==> src/rtl/mac_seq_pkg.sv <==
// -----------------------------------------------------------------------------
// mac_seq_pkg
// Shared types and constants for the MAC sequencer:
//   DATA_W    operand / result width
//   LEN_W     command length field width (cmd_len = 0 encodes 256 products)
//   state_t   sequencer FSM states
//   tag_t     per-beat tag carried alongside the DSP pipeline {valid, last}
// -----------------------------------------------------------------------------
package mac_seq_pkg;

    localparam int DATA_W = 16;
    localparam int LEN_W  = 8;

    typedef enum logic [1:0] {
        IDLE   = 2'd0,
        STREAM = 2'd1,
        DRAIN  = 2'd2,
        RESULT = 2'd3
    } state_t;

    typedef struct packed {
        logic valid;
        logic last;
    } tag_t;

    localparam tag_t TAG_NONE = '{valid: 1'b0, last: 1'b0};

    // A tag is only marked last when it actually carries a beat.
    function automatic tag_t make_tag(input logic beat, input logic last);
        tag_t t;
        t.valid = beat;
        t.last  = beat & last;
        return t;
    endfunction

endpackage

==> src/rtl/mac_seq_tagpipe.sv <==
// -----------------------------------------------------------------------------
// mac_seq_tagpipe
// Two-stage tag shift register that follows each accepted operand beat through
// the DSP pipeline (operand regs -> multiplier -> accumulator) and decodes the
// per-stage DSP enables.
//
// Ports
//   clk     in   rising-edge clock
//   rst_n   in   synchronous active-low reset
//   beat    in   operand beat taken this cycle (operands enter the DSP regs)
//   last    in   this beat is the final product of the command
//   flush   in   drop every in-flight tag and mask the decoded enables
//   men     out  multiplier enable (tag in stage 1)
//   sen     out  accumulate enable (non-last tag in stage 2)
//   sreset  out  final add + result latch + accumulator clear (last tag in stage 2)
// -----------------------------------------------------------------------------
module mac_seq_tagpipe
    import mac_seq_pkg::*;
(
    input  logic clk,
    input  logic rst_n,
    input  logic beat,
    input  logic last,
    input  logic flush,
    output logic men,
    output logic sen,
    output logic sreset
);

    tag_t p1;
    tag_t p2;

    // NOTE: registers are written with non-blocking assignments so p2 takes the
    // old p1 on the same edge; blocking here would collapse the two stages.
    always_ff @(posedge clk) begin
        if (!rst_n || flush) begin
            p1 <= TAG_NONE;
            p2 <= TAG_NONE;
        end else begin
            p1 <= make_tag(beat, last);
            p2 <= p1;
        end
    end

    // Stage 2 carries exactly one tag, so sen and sreset are mutually exclusive
    // by construction. A flush also masks the enables in its own cycle so no
    // pending product reaches the accumulator while it is being cleared.
    // NOTE: every output gets a default first so the combinational block can
    // never infer a latch if a branch is added later.
    always_comb begin
        men    = 1'b0;
        sen    = 1'b0;
        sreset = 1'b0;
        if (!flush) begin
            men    = p1.valid;
            sen    = p2.valid & ~p2.last;
            sreset = p2.valid &  p2.last;
        end
    end

endmodule

==> src/rtl/mac_sequencer.sv <==
// -----------------------------------------------------------------------------
// mac_sequencer
// Sequences a K-product multiply-accumulate on an external DSP MAC block.
// A command supplies K (cmd_len, 0 = 256); K operand pairs are then streamed
// into the DSP, the tag pipeline steps the multiplier / accumulator enables, and
// the DSP result is presented on the result handshake until consumed.
//
// Ports
//   clk, rst_n                sole clock; synchronous active-low reset
//   cmd_valid/cmd_ready       command handshake, cmd_len = product count K
//   in_valid/in_ready         operand beat handshake, a_in/b_in signed operands
//   a_value, b_value          operands to the DSP (0 when no beat)
//   aen, ben                  DSP operand register enables (the beat)
//   men, sen, sreset          DSP multiply / accumulate / final-add+clear
//   start                     DSP accumulator clear (command accept or abort)
//   s_out, sat                DSP result and saturation flag
//   res_valid/res_ready       result handshake, res_data/res_sat pass-through
//   abort                     only with MAC_SEQ_ABORT_EN: drop the command in
//                             STREAM or DRAIN and clear the DSP accumulator
//
// Configuration macro: MAC_SEQ_ABORT_EN (undefined by default).
// -----------------------------------------------------------------------------
module mac_sequencer
    import mac_seq_pkg::*;
(
    input  logic              clk,
    input  logic              rst_n,

    input  logic              cmd_valid,
    output logic              cmd_ready,
    input  logic [LEN_W-1:0]  cmd_len,

    input  logic              in_valid,
    output logic              in_ready,
    input  logic [DATA_W-1:0] a_in,
    input  logic [DATA_W-1:0] b_in,

    output logic [DATA_W-1:0] a_value,
    output logic [DATA_W-1:0] b_value,
    output logic              aen,
    output logic              ben,
    output logic              men,
    output logic              sen,
    output logic              start,
    output logic              sreset,

    input  logic [DATA_W-1:0] s_out,
    input  logic              sat,

    output logic              res_valid,
    input  logic              res_ready,
    output logic [DATA_W-1:0] res_data,
    output logic              res_sat
`ifdef MAC_SEQ_ABORT_EN
    ,
    input  logic              abort
`endif
);

    state_t             state;
    logic [LEN_W-1:0]   remaining;
    logic               cmd_ready_q;
    logic               in_ready_q;
    logic               res_valid_q;

    logic               accept;
    logic               beat;
    logic               last_beat;
    logic               abort_hit;

`ifdef MAC_SEQ_ABORT_EN
    // Abort only means something while products are in flight.
    assign abort_hit = abort && ((state == STREAM) || (state == DRAIN));
`else
    assign abort_hit = 1'b0;
`endif

    // Handshake decodes. The ready flags are registered and mirror the state,
    // so an accept or beat is a pure AND of registered ready and valid.
    always_comb begin
        accept    = cmd_valid & cmd_ready_q;
        beat      = in_valid & in_ready_q & ~abort_hit;
        last_beat = beat & (remaining == '0);
    end

    // DSP operand path: operands are forwarded only on a beat so the DSP
    // operand registers never see stale bus values.
    always_comb begin
        aen     = beat;
        ben     = beat;
        a_value = '0;
        b_value = '0;
        if (beat) begin
            a_value = a_in;
            b_value = b_in;
        end
    end

    // start clears the DSP accumulator both at command accept and on abort.
    assign start = accept | abort_hit;

    mac_seq_tagpipe u_tagpipe (
        .clk    (clk),
        .rst_n  (rst_n),
        .beat   (beat),
        .last   (last_beat),
        .flush  (abort_hit),
        .men    (men),
        .sen    (sen),
        .sreset (sreset)
    );

    // Control FSM with registered handshake outputs. DRAIN waits for the last
    // tag to reach stage 2 (sreset), which is the edge the DSP latches its
    // final sum, so RESULT starts exactly when s_out is valid.
    always_ff @(posedge clk) begin
        if (!rst_n || abort_hit) begin
            state       <= IDLE;
            remaining   <= '0;
            cmd_ready_q <= 1'b1;
            in_ready_q  <= 1'b0;
            res_valid_q <= 1'b0;
        end else begin
            case (state)
                IDLE: begin
                    if (accept) begin
                        // 8-bit wrap: cmd_len 0 loads 255, giving 256 beats.
                        remaining   <= cmd_len - 1'b1;
                        state       <= STREAM;
                        cmd_ready_q <= 1'b0;
                        in_ready_q  <= 1'b1;
                    end
                end
                STREAM: begin
                    if (beat) begin
                        if (remaining == '0) begin
                            state      <= DRAIN;
                            in_ready_q <= 1'b0;
                        end else begin
                            remaining <= remaining - 1'b1;
                        end
                    end
                end
                DRAIN: begin
                    if (sreset) begin
                        state       <= RESULT;
                        res_valid_q <= 1'b1;
                    end
                end
                RESULT: begin
                    if (res_ready) begin
                        state       <= IDLE;
                        res_valid_q <= 1'b0;
                        cmd_ready_q <= 1'b1;
                    end
                end
                default: begin
                    state       <= IDLE;
                    cmd_ready_q <= 1'b1;
                    in_ready_q  <= 1'b0;
                    res_valid_q <= 1'b0;
                end
            endcase
        end
    end

    assign cmd_ready = cmd_ready_q;
    assign in_ready  = in_ready_q;
    assign res_valid = res_valid_q;

    // The DSP holds s_out/sat until its next sreset; gate them so the result
    // bus is quiet outside RESULT.
    always_comb begin
        res_data = '0;
        res_sat  = 1'b0;
        if (res_valid_q) begin
            res_data = s_out;
            res_sat  = sat;
        end
    end

endmodule

==> config.mk <==
export PLATFORM = sky130hd
export DESIGN_NAME = mac_sequencer
export DESIGN_NICKNAME = d
export VERILOG_FILES = /design/src/rtl/mac_seq_pkg.sv /design/src/rtl/mac_seq_tagpipe.sv /design/src/rtl/mac_sequencer.sv
export SDC_FILE = /design/constraint.sdc
export NUM_CORES = 1
export LEC_CHECK = 0
export CAP_MARGIN = 20
export CORE_ASPECT_RATIO = 1.25
export CORE_MARGIN = 3
export CORE_UTILIZATION = 35
export DETAILED_ROUTE_END_ITERATION = 8
export PLACE_DENSITY = 0.86
export SLEW_MARGIN = 15
export SYNTH_ARGS = -nofsm -noshare
export SYNTH_HDL_FRONTEND = slang
export SYNTH_SLANG_ARGS = --single-unit
==> constraint.sdc <==
create_clock -name clk -period 7.55 [get_ports clk]
set_clock_uncertainty 0.05 [all_clocks]
set_input_delay 1.8875 -clock clk [delete_from_list [all_inputs] [get_ports clk]]
set_output_delay 1.8875 -clock clk [all_outputs]
set_load 0.05 [all_outputs]
==> results of run 1 <==
-- sequential cells by signal (all words and copies together) (netlist names) --
name          count
u_tagpipe.p2      2
res_valid         1
cmd_ready         1
remaining         8
u_tagpipe.p1      2
in_ready          1
state             2
-- metrics by stage --
stage	utilization	total power [mW]	cells	hold slack (ns)	area, µm²
finish	0.695	0.641	366	0.382	2700
global route	0.695	0.687	366	0.412	2700
CTS	0.695	0.637	366	0.385	2700
detailed placement	0.683	0.565	362	0.370	2650
global placement	0.683	0.561	362	0.364	2650
floorplan	-	0.445	203	0.362	1460
-- synthesized netlist by cell type, drive strengths merged (2+ instances only) --
library cell,instances
a211oi,2
buf,2
o21ai,4
dfxtp,17
mux2i,4
nor2b,3
and2,21
nand2b,3
a31oi,2
or4,3
nand3,5
nand2,15
nor3,7
nor3b,2
o31ai,2
clkbuf,12
a41oi,2
nor4,4
inv,7
and3,32
a21o,2
nor2,19
a21oi,13
ha,6
-- power groups by stage --
stage,registers (mW),clock network [mW],logic (mW)
after floorplan,0.152,0,0.293
after global placement,0.153,0,0.408
after detailed placement,0.153,0,0.412
after CTS,0.152,0.0697,0.415
after global routing,0.160,0.0750,0.452
final,0.153,0.0693,0.418
-- worst paths after layout --
path                                       from         endpoint  slack (ns)  depth (start not counted)
worst min-delay path            u_tagpipe.p1[0]  u_tagpipe.p2[0]        0.38                          1
worst max register to register         state[1]     remaining[3]        4.87                          7
worst max-delay path                   in_valid              ben        1.46                          4
worst min register to register  u_tagpipe.p1[0]  u_tagpipe.p2[0]        0.38                          1
-- cells in the final DEF, fill, tap and decap left out, drive strengths merged, types with 2 or more instances in the layout --
cell           instances
ha                     6
clkdlybuf4s50        119
a41oi                  2
a21oi                 13
o21ai                  4
a211oi                 2
nand2                 15
and3                  32
o31ai                  2
nor2b                  3
nor2                  19
nor4                   4
nor3b                  2
clkbuf                 4
and2                  21
nand2b                 3
nor3                   7
a31oi                  2
mux2i                  4
or4                    3
dfxtp                 17
inv                    7
nand3                  5
a21o                   2
-- layout make-up --
type                       instances  area (µm²)
timing repair buffer             119        1190
fill                             344        1180
multi-input combinational        165        1020
sequential                        17         340
tap                               54        67.6
clock buffer                       4        45.0
inverter                           7        26.3
-- cells by family after synthesis --
| group | count (synthesis) | synth area share |
|---|---|---|
| and+or+nand+nor | 116 | 0.443 |
| AOI/OAI and AO/OA | 38 | 0.176 |
| DFF | 17 | 0.234 |
| muxes | 4 | 0.0275 |
| adders and majority gates | 6 | 0.0516 |
| buffers and inverters | 21 | 0.0619 |
| xor gates and xnor gates | 1 | 0.00602 |
-- routing by layer --
metal	up-vias	wire length (µm)
li1	941	-
met2	153	2490
met5	-	0
met1	806	1920
met3	9	745
met4	0	74
-- critical path, stage by stage --
cell and delay (ns):
clkdlybuf4s50_1 1.00, nand2_1 0.25, inv_1 0.19, clkdlybuf4s50_1 0.82
==> summary.txt, run 1 <==
Run
  • Max cap viols: 0

Global routing
  • Met1 Usage GRT: 0.221
  • Top Usage Layer GRT: met2
  • Met2 global-route usage: 0.378
  • GRT overflow: 0
  • Initial antenna violation count: 0
  • Number of global-route vias before repair: 1843
  • Met3 Use GR: 0.0858
  • GRT Total Usage: 0.209
  • Largest net degree at the start of global routing: 36
  • First-pass GRT wire length: about 8400 µm

Worst setup path
  • CP Max Fanout: 33
  • Worst EP arrival: between 4 and 5 ns
  • WS Path Type: primary input to output pin
  • Critical path launch point type: primary input
  • Setup crit end kind: output pin
  • Worst path required time: approximately 5.6 ns

Routing
  • DRC errors left: 0
  • Routed wire per std cell: around 14 µm
  • Final WL: 5240 µm
  • Iteration-0 DRC Markers: ~140
  • Final ANT Viol Nets: 0
  • First-pass iteration count of the detailed router: 4
  • Via count: 1909
  • Post-DR vias/cell: 5.22

Placed design
  • Quantity of I/O buffers inserted on ports: 119
  • Pre-CTS setup slack: 1.49 ns
  • Placer Congestion: 0.945
  • Post-DP HPWL: 4220 µm

Floorplanning
  • Die Y: roughly 78 µm
  • Row count: 25
  • Starting Density: 0.375
  • Die area: 4970 µm²
  • Core area: 3880 µm²
  • IO Pins: 120
  • Width of the chip: 63.7 µm

Clock network
  • CTS tree: built
  • Clk slew on worst S/H paths: around 0.070 ns
  • Clock Root Buffer: clkbuf_8
  • Clock Latency Late Sink: about 0.25 ns
  • Cts hold-fix bufs: 0
  • H-tree levels: 1
  • Number of CTS-inserted buffers: 3
  • Clk buf depth: 2
  • Sink Count: 17
  • Setup Fix Bufs, Post-CTS: 0
  • Post_cts resized: 0

Yosys
  • FFs w/ async S/R, synth: 0
  • Synth top area share: 0.234
  • Seq/Total Area, Yosys: 0.234
  • Synth top area cells: dfxtp_1 23%, and3_1 14%, and2_1 8.6%
  • Post-synthesis instance total: 203
  • Number of synthesized flops with an enable pin: 0
  • Mapped Nets: 271
  • Synth area leader: dfxtp_1
  • Area of the mapped netlist: 1460 µm²
  • Post-synthesis register bit count: 17
  • Yosys warnings: 0
  • Unique masters post-synth: 42
  • Main synth FF type: dfxtp_1
  • Syn avg cell area: between 7 and 8 µm²

Finish
  • Fin nets: roughly 380
  • Area grow syn2layout: 85.2%
  • Ant. Diodes: 0
  • Share of post-route cells with drive strength above 1: 0.0160

STA
  • Final WS setup: around 1.5 ns
  • Final period util: 0.806
  • Slew of the pin with the lowest slew margin: roughly 0.95 ns
  • Fmax: 164 MHz
  • Final max-slew violation count: 0
  • Fin crit period: 6.09 ns
  • Unrepaired setup endpoints after global routing: no
  • Final setup fails: 0
  • Setup_tns: 0 ns
  • Final Hold Viols: 0
  • Slew margin rel.: 0.370

Pwr
  • Sw power: 327 µW
  • Comb power frac: 0.653
  • Clk pwr share: 0.108
  • Reg power frac: 0.239
  • Pwr dens: 238 nW/µm²
  • Peak supply drop: 0.103 mV
  • Switching share of power: 0.510
  • Pint: about 310 µW
  • P_leak: 1.13 nW

Outcome
  • Status: completed

Hold path
  • Worst Hold Class: flop to flop
Power figures use the tool's default switching activity.
==> run 2: changes to the inputs <==
--- a/config.mk
+++ b/config.mk
@@ -8,9 +8,9 @@
 export CAP_MARGIN = 20
 export CORE_ASPECT_RATIO = 1.25
 export CORE_MARGIN = 3
-export CORE_UTILIZATION = 35
+export CORE_UTILIZATION = 33
 export DETAILED_ROUTE_END_ITERATION = 8
-export PLACE_DENSITY = 0.86
+export PLACE_DENSITY = 0.82
 export SLEW_MARGIN = 15
 export SYNTH_ARGS = -nofsm -noshare
 export SYNTH_HDL_FRONTEND = slang
==> constraint.sdc (replaced) <==
create_clock -name clk -period 6.1 [get_ports clk]
set_clock_uncertainty 0.05 [all_clocks]
set_input_delay 1.525 -clock clk [delete_from_list [all_inputs] [get_ports clk]]
set_output_delay 1.525 -clock clk [all_outputs]
set_load 0.05 [all_outputs]
==> summary.txt, run 2 (synthesis gave the netlist of run 1 again) <==
STA
  • WHS: 0.403 ns (+0.0212 ns)
  • Unrepaired setup endpoints after global routing: no
  • Final max-slew violation count: 0 (unchanged)
  • Final WS setup: 0.823 ns (-0.641 ns)
  • Final setup fails: 0 (unchanged)
  • Slew of the pin with the lowest slew margin: 0.934 ns (-0.0114 ns)
  • Slew margin rel.: 0.377 (+0.00757)
  • Setup_tns: 0 ns (unchanged)
  • Final Hold Viols: 0 (unchanged)
  • Fin crit period: roughly 5.3 ns
  • Fmax: between 150 and 200 MHz
  • Final period util: 0.865

Pwr
  • Peak supply drop: 0.137 mV (+34%)
  • Clk pwr share: 0.107 (about the same)
  • Reg power frac: 0.240 (about the same)
  • Switching share of power: 0.507 (-0.00311)
  • Pint: 387 µW (+23%)
  • P_leak: 1.14 nW (+0.67%)
  • Sw power: 398 µW (+22%)
  • Pwr dens: 290 nW/µm² (+22%)
  • Comb power frac: 0.653 (about the same)
  • Total Power: 786 µW (+23%)

Clock network
  • H-tree levels: 1 (unchanged)
  • Clk buf depth: 2 (unchanged)
  • Number of CTS-inserted buffers: 3 (unchanged)
  • Clock Root Buffer: clkbuf_8
  • Clk slew on worst S/H paths: 0.06 ns (about the same)
  • Clock Latency Late Sink: 0.25 ns (about the same)
  • CTS tree: built
  • Cts hold-fix bufs: 0 (unchanged)
  • Setup Fix Bufs, Post-CTS: 0 (unchanged)
  • Post_cts resized: 0 (unchanged)
  • Sink Count: 17 (unchanged)

Finish
  • Ant. Diodes: 0 (unchanged)
  • Most frequent cells in the layout: 119 x clkdlybuf4s50_1, 32 x and3_1, 20 x and2_1, 19 x nor2_1, 17 x dfxtp_1
  • Post-route cell area: 2710 µm² (+0.42%)
  • Largest register FFs: 8 (unchanged)
  • Most flops, register: remaining
  • # fillers: 391 (+14%)
  • Fin util: 0.650 (-0.0449)
  • Fin nets: 382 (+0.26%)
  • Post-route insts no fill: 369 (+0.82%)
  • Most common cell after layout, fill and taps aside: clkdlybuf4s50_1
  • Area grow syn2layout: 86.0%
  • Share of post-route cells with drive strength above 1: 0.0224 (+0.00634)

Floorplanning
  • Starting Density: 0.349 (-0.0257)
  • Die area: 5250 µm² (+5.5%)
  • Die Y: 80.2 µm (+2.8%)
  • Core area: 4160 µm² (+7.4%)
  • IO Pins: 120 (unchanged)
  • Width of the chip: 65.4 µm (+2.7%)
  • Row count: 26 (+4.0%)

Routing
  • Final ANT Viol Nets: 0 (unchanged)
  • Final WL: 5010 µm (-4.4%)
  • Iteration-0 DRC Markers: 79 (-44%)
  • Via count: 1912 (+0.16%)
  • Post-DR vias/cell: 5.18 (-0.66%)
  • Routed wire per std cell: 13.6 µm (-5.2%)
  • First-pass iteration count of the detailed router: 4 (unchanged)
  • DRC errors left: 0 (unchanged)

Placed design
  • Quantity of I/O buffers inserted on ports: 119 (unchanged)
  • Post-DP HPWL: 4040 µm (-4.3%)
  • Total placed instance area: 2660 µm² (+0.38%)
  • Placer Congestion: 0.863 (-8.7%)
  • Cells after DPL: 365 (+0.83%)
  • Pre-CTS setup slack: 0.843 ns (-0.645 ns)

Worst setup path
  • Critical path launch point type: primary input
  • CP Max Fanout: 27 (-18%)
  • CP most frequent cell: clkdlybuf4s50_1
  • Crit path cell chain: clkdlybuf4s50_1, nand2_1, inv_1, clkdlybuf4s50_1
  • Setup crit end kind: output pin
  • Slowest stage cell, crit path: clkdlybuf4s50_1
  • CP peak stage delay: 0.91 ns (-0.09 ns)
  • WS Path Type: primary input to output pin
  • Worst EP arrival: 3.70 ns (-0.45 ns)
  • Worst path required time: 4.53 ns (-1.08 ns)

Global routing
  • Initial antenna violation count: 0 (unchanged)
  • Largest net degree at the start of global routing: 36 (unchanged)
  • GRT Total Usage: 0.191 (-0.0182)
  • First-pass GRT wire length: 8150 µm (-3.5%)
  • Number of global-route vias before repair: 1859 (+0.87%)
  • GRT overflow: 0 (unchanged)

Hold path
  • Worst Hold Class: flop to flop

Outcome
  • Status: completed

Run
  • Max cap viols: 0 (unchanged)
[run 2: cell count changes in the layout (fill, tap and decap cells not counted)]
cell,before,now
clkinv_2,0,1
clkbuf_1,1,0
buf_4,0,1
[run 2: worst paths after layout]
check                          to  slack (ns)  cells after the start             from
hold reg to reg   u_tagpipe.p2[0]        0.40                      1  u_tagpipe.p1[0]
setup reg to reg     remaining[3]        3.41                      7         state[1]
hold / removal    u_tagpipe.p2[0]        0.40                      1  u_tagpipe.p1[0]
setup / recovery              aen        0.82                      4         in_valid
[run 2: power groups by stage]
stage	Sequential [mW]	Combinational, mW	Clock (mW)
2_1_floorplan	0.188	0.363	0
3_3_place_gp	0.189	0.501	0
3_5_place_dp	0.191	0.506	0
4_1_cts	0.189	0.510	0.0868
5_1_grt	0.197	0.560	0.0903
6_report	0.189	0.513	0.0844
[run 2: routing by layer]
layer | GRT usage | routed length, µm
met5 | 0 | 0
met4 | 0.0456 | 51
met3 | 0.0615 | 621
met2 | 0.359 | 2470
met1 | 0.203 | 1860
[run 2: final cells by class]
type / instances / area, µm² / share of cell area
Sequential cell: 17 / 340 / 0.126
Clock inverter: 1 / 5.00 / 0.00185
Clock buffer: 3 / 41.3 / 0.0153
Multi-Input combinational cell: 165 / 1020 / 0.379
Timing Repair Buffer: 120 / 1200 / 0.443
Inverter: 7 / 26.3 / 0.00971
Tap cell: 56 / 70.1 / 0.0259
[run 2: worst max-delay path: cells and delay by family]
kind | cells | cell delay (ns)
buf+inv | 3 | 1.91
simple gates | 1 | 0.26
==> run 3: changes to the inputs <==
--- a/config.mk
+++ b/config.mk
@@ -8,9 +8,9 @@
 export CAP_MARGIN = 20
 export CORE_ASPECT_RATIO = 1.25
 export CORE_MARGIN = 3
-export CORE_UTILIZATION = 33
+export CORE_UTILIZATION = 30
 export DETAILED_ROUTE_END_ITERATION = 8
-export PLACE_DENSITY = 0.82
+export PLACE_DENSITY = 0.78
 export SLEW_MARGIN = 15
 export SYNTH_ARGS = -nofsm -noshare
 export SYNTH_HDL_FRONTEND = slang
==> constraint.sdc (replaced) <==
create_clock -name clk -period 4.57 [get_ports clk]
set_clock_uncertainty 0.05 [all_clocks]
set_input_delay 1.1425 -clock clk [delete_from_list [all_inputs] [get_ports clk]]
set_output_delay 1.1425 -clock clk [all_outputs]
set_load 0.01 [all_outputs]
==> summary.txt, run 3 (synthesis gave the netlist of run 1 again) <==
Routing
  • Final ANT Viol Nets: 0 (unchanged)
  • First-pass iteration count of the detailed router: 4 (unchanged)
  • Routed wire per std cell: 13.9 µm (+2.3%)
  • M1 WL: 1960 µm (+5.3%)
  • Iteration-0 DRC Markers: 161 (+100%)
  • Via count: 1932 (+1.0%)
  • Post-DR vias/cell: 5.21 (+0.50%)
  • WL met3: 791 µm (+27%)
  • WL met2: 2350 µm (-4.9%)
  • DRC errors left: 0 (unchanged)
  • Top Metal Used: met4
  • Final WL: 5150 µm (+2.9%)

Floorplanning
  • Row count: 27 (+3.8%)
  • Die Y: 83.9 µm (+4.5%)
  • Starting Density: 0.321 (-0.0280)
  • Die area: 5730 µm² (+9.1%)
  • IO Pins: 120 (unchanged)
  • Core area: 4530 µm² (+8.7%)
  • Width of the chip: 68.3 µm (+4.4%)

Clock network
  • Post_cts resized: 0 (unchanged)
  • H-tree levels: 1 (unchanged)
  • Sink Count: 17 (unchanged)
  • Number of CTS-inserted buffers: 3 (unchanged)
  • Cts hold-fix bufs: 0 (unchanged)
  • Clk buf depth: 2 (unchanged)
  • Clock Latency Late Sink: 0.25 ns (about the same)
  • Setup Fix Bufs, Post-CTS: 0 (unchanged)
  • Clock Root Buffer: clkbuf_8
  • CTS tree: built
  • Clk slew on worst S/H paths: 0.07 ns (about the same)

Worst setup path
  • CP peak stage delay: 0.55 ns (-0.36 ns)
  • Delay-heaviest family, CP: buffers and inverters
  • Critical path launch point type: primary input
  • Worst path bufs/invs: 4 (+1)
  • Worst EP arrival: 2.74 ns (-0.96 ns)
  • WS Path Type: primary input to output pin
  • Reg2Reg Depth: 7 (unchanged)
  • Worst path required time: 3.38 ns (-1.15 ns)
  • Crit path cell chain: clkdlybuf4s50_1, buf_4, nand2_1, inv_1, clkdlybuf4s50_1
  • WP depth: 5 (+1)
  • Slowest stage cell, crit path: clkdlybuf4s50_1
  • CP Max Fanout: 33 (+22%)
  • Setup crit end kind: output pin
  • CP most frequent cell: clkdlybuf4s50_1

Run
  • Max cap viols: 0 (unchanged)

STA
  • Final period util: 0.861
  • WHS: 0.388 ns (-0.0151 ns)
  • Slew of the pin with the lowest slew margin: 0.955 ns (+0.0212 ns)
  • Fin crit period: 3.94 ns
  • Final Hold Viols: 0 (unchanged)
  • Setup_tns: 0 ns (unchanged)
  • Final max-slew violation count: 0 (unchanged)
  • Slew margin rel.: 0.363 (-0.0141)
  • Unrepaired setup endpoints after global routing: no
  • Fmax: between 200 and 300 MHz
  • Final setup fails: 0 (unchanged)

Finish
  • # fillers: 428 (+9.5%)
  • Most common cell after layout, fill and taps aside: clkdlybuf4s50_1
  • Share of post-route cells with drive strength above 1: 0.0224 (unchanged)
  • Most flops, register: remaining
  • Ant. Diodes: 0 (unchanged)
  • Most frequent cells in the layout: 119 x clkdlybuf4s50_1, 32 x and3_1, 20 x and2_1, 19 x nor2_1, 17 x dfxtp_1
  • Largest register FFs: 8 (unchanged)
  • Area grow syn2layout: 86.3%
  • Fin nets: 382 (unchanged)
  • Fin util: 0.599 (-0.0510)

Placed design
  • Post-DP HPWL: 4220 µm (+4.5%)
  • Quantity of I/O buffers inserted on ports: 119 (unchanged)
  • Placer Congestion: 0.853 (-1.2%)

Outcome
  • Status: completed

Global routing
  • First-pass GRT wire length: 7900 µm (-3.0%)
  • Largest net degree at the start of global routing: 36 (unchanged)
  • Number of global-route vias before repair: 1820 (-2.1%)
  • GRT Total Usage: 0.172 (-0.0186)
  • Initial antenna violation count: 0 (unchanged)
  • GRT overflow: 0 (unchanged)

Hold path
  • Worst Hold Class: flop to flop
  • Hold depth: 1 (unchanged)

Pwr
  • P_leak: 1.13 nW (-0.33%)
  • Pwr dens: 350 nW/µm² (+21%)
  • Peak supply drop: 0.189 mV (+38%)
==> run 3: area by class of cell <==
cell class,instances,area [µm²],share of cell area
clock buffers,3,41.3,0.0152
clock inverters,1,7.51,0.00277
inverters,7,26.3,0.00969
multi-input cells,165,1020,0.378
flip-flops and latches,17,340,0.126
well taps,58,72.6,0.0268
repair buffers,120,1200,0.442
==> run 3: layer usage <==
layer | up-vias | global-route usage
li1 | 943 | -
met1 | 839 | 0.190
met3 | 10 | 0.0714
met2 | 140 | 0.302
met5 | - | 0
met4 | 0 | 0.0325
==> run 3: report_power, final <==
group	leakage (nW)	total [mW]	internal (mW)	switching, mW
Sequential	0.139	0.253	0.190	0.0626
Combinational	0.972	0.578	0.268	0.311
Clock	0.0217	0.118	0.0613	0.0569
Total	1.13	0.950	0.520	0.430
==> run 3: worst reg2reg max path, stage by stage (launching register included) <==
cell	delay, ns
dfxtp_1	0.34
inv_1	0.11
ha_1	0.80
or4b_1	0.55
a21oi_1	0.23
a21oi_1	0.06
or3_1	0.32
a31oi_1	0.17
==> run 3: worst paths after layout <==
check               endpoint  slack (ns)             from
max reg2reg     remaining[3]        1.87         state[1]
min reg2reg  u_tagpipe.p2[0]        0.39  u_tagpipe.p1[0]
min          u_tagpipe.p2[0]        0.39  u_tagpipe.p1[0]
max                      ben        0.63         in_valid
==> run 3: through the flow <==
step / cells / instance area [µm²] / setup WS [ns] / total power, mW
5_1_grt: 371 / 2710 / 0.488 / 1.04
3_5_place_dp: 367 / 2660 / 0.627 / 0.826
4_1_cts: 371 / 2710 / 0.629 / 0.946
2_1_floorplan: 203 / 1460 / 1.84 / 0.621
6_report: 371 / 2710 / 0.634 / 0.950
3_3_place_gp: 367 / 2660 / 0.654 / 0.817
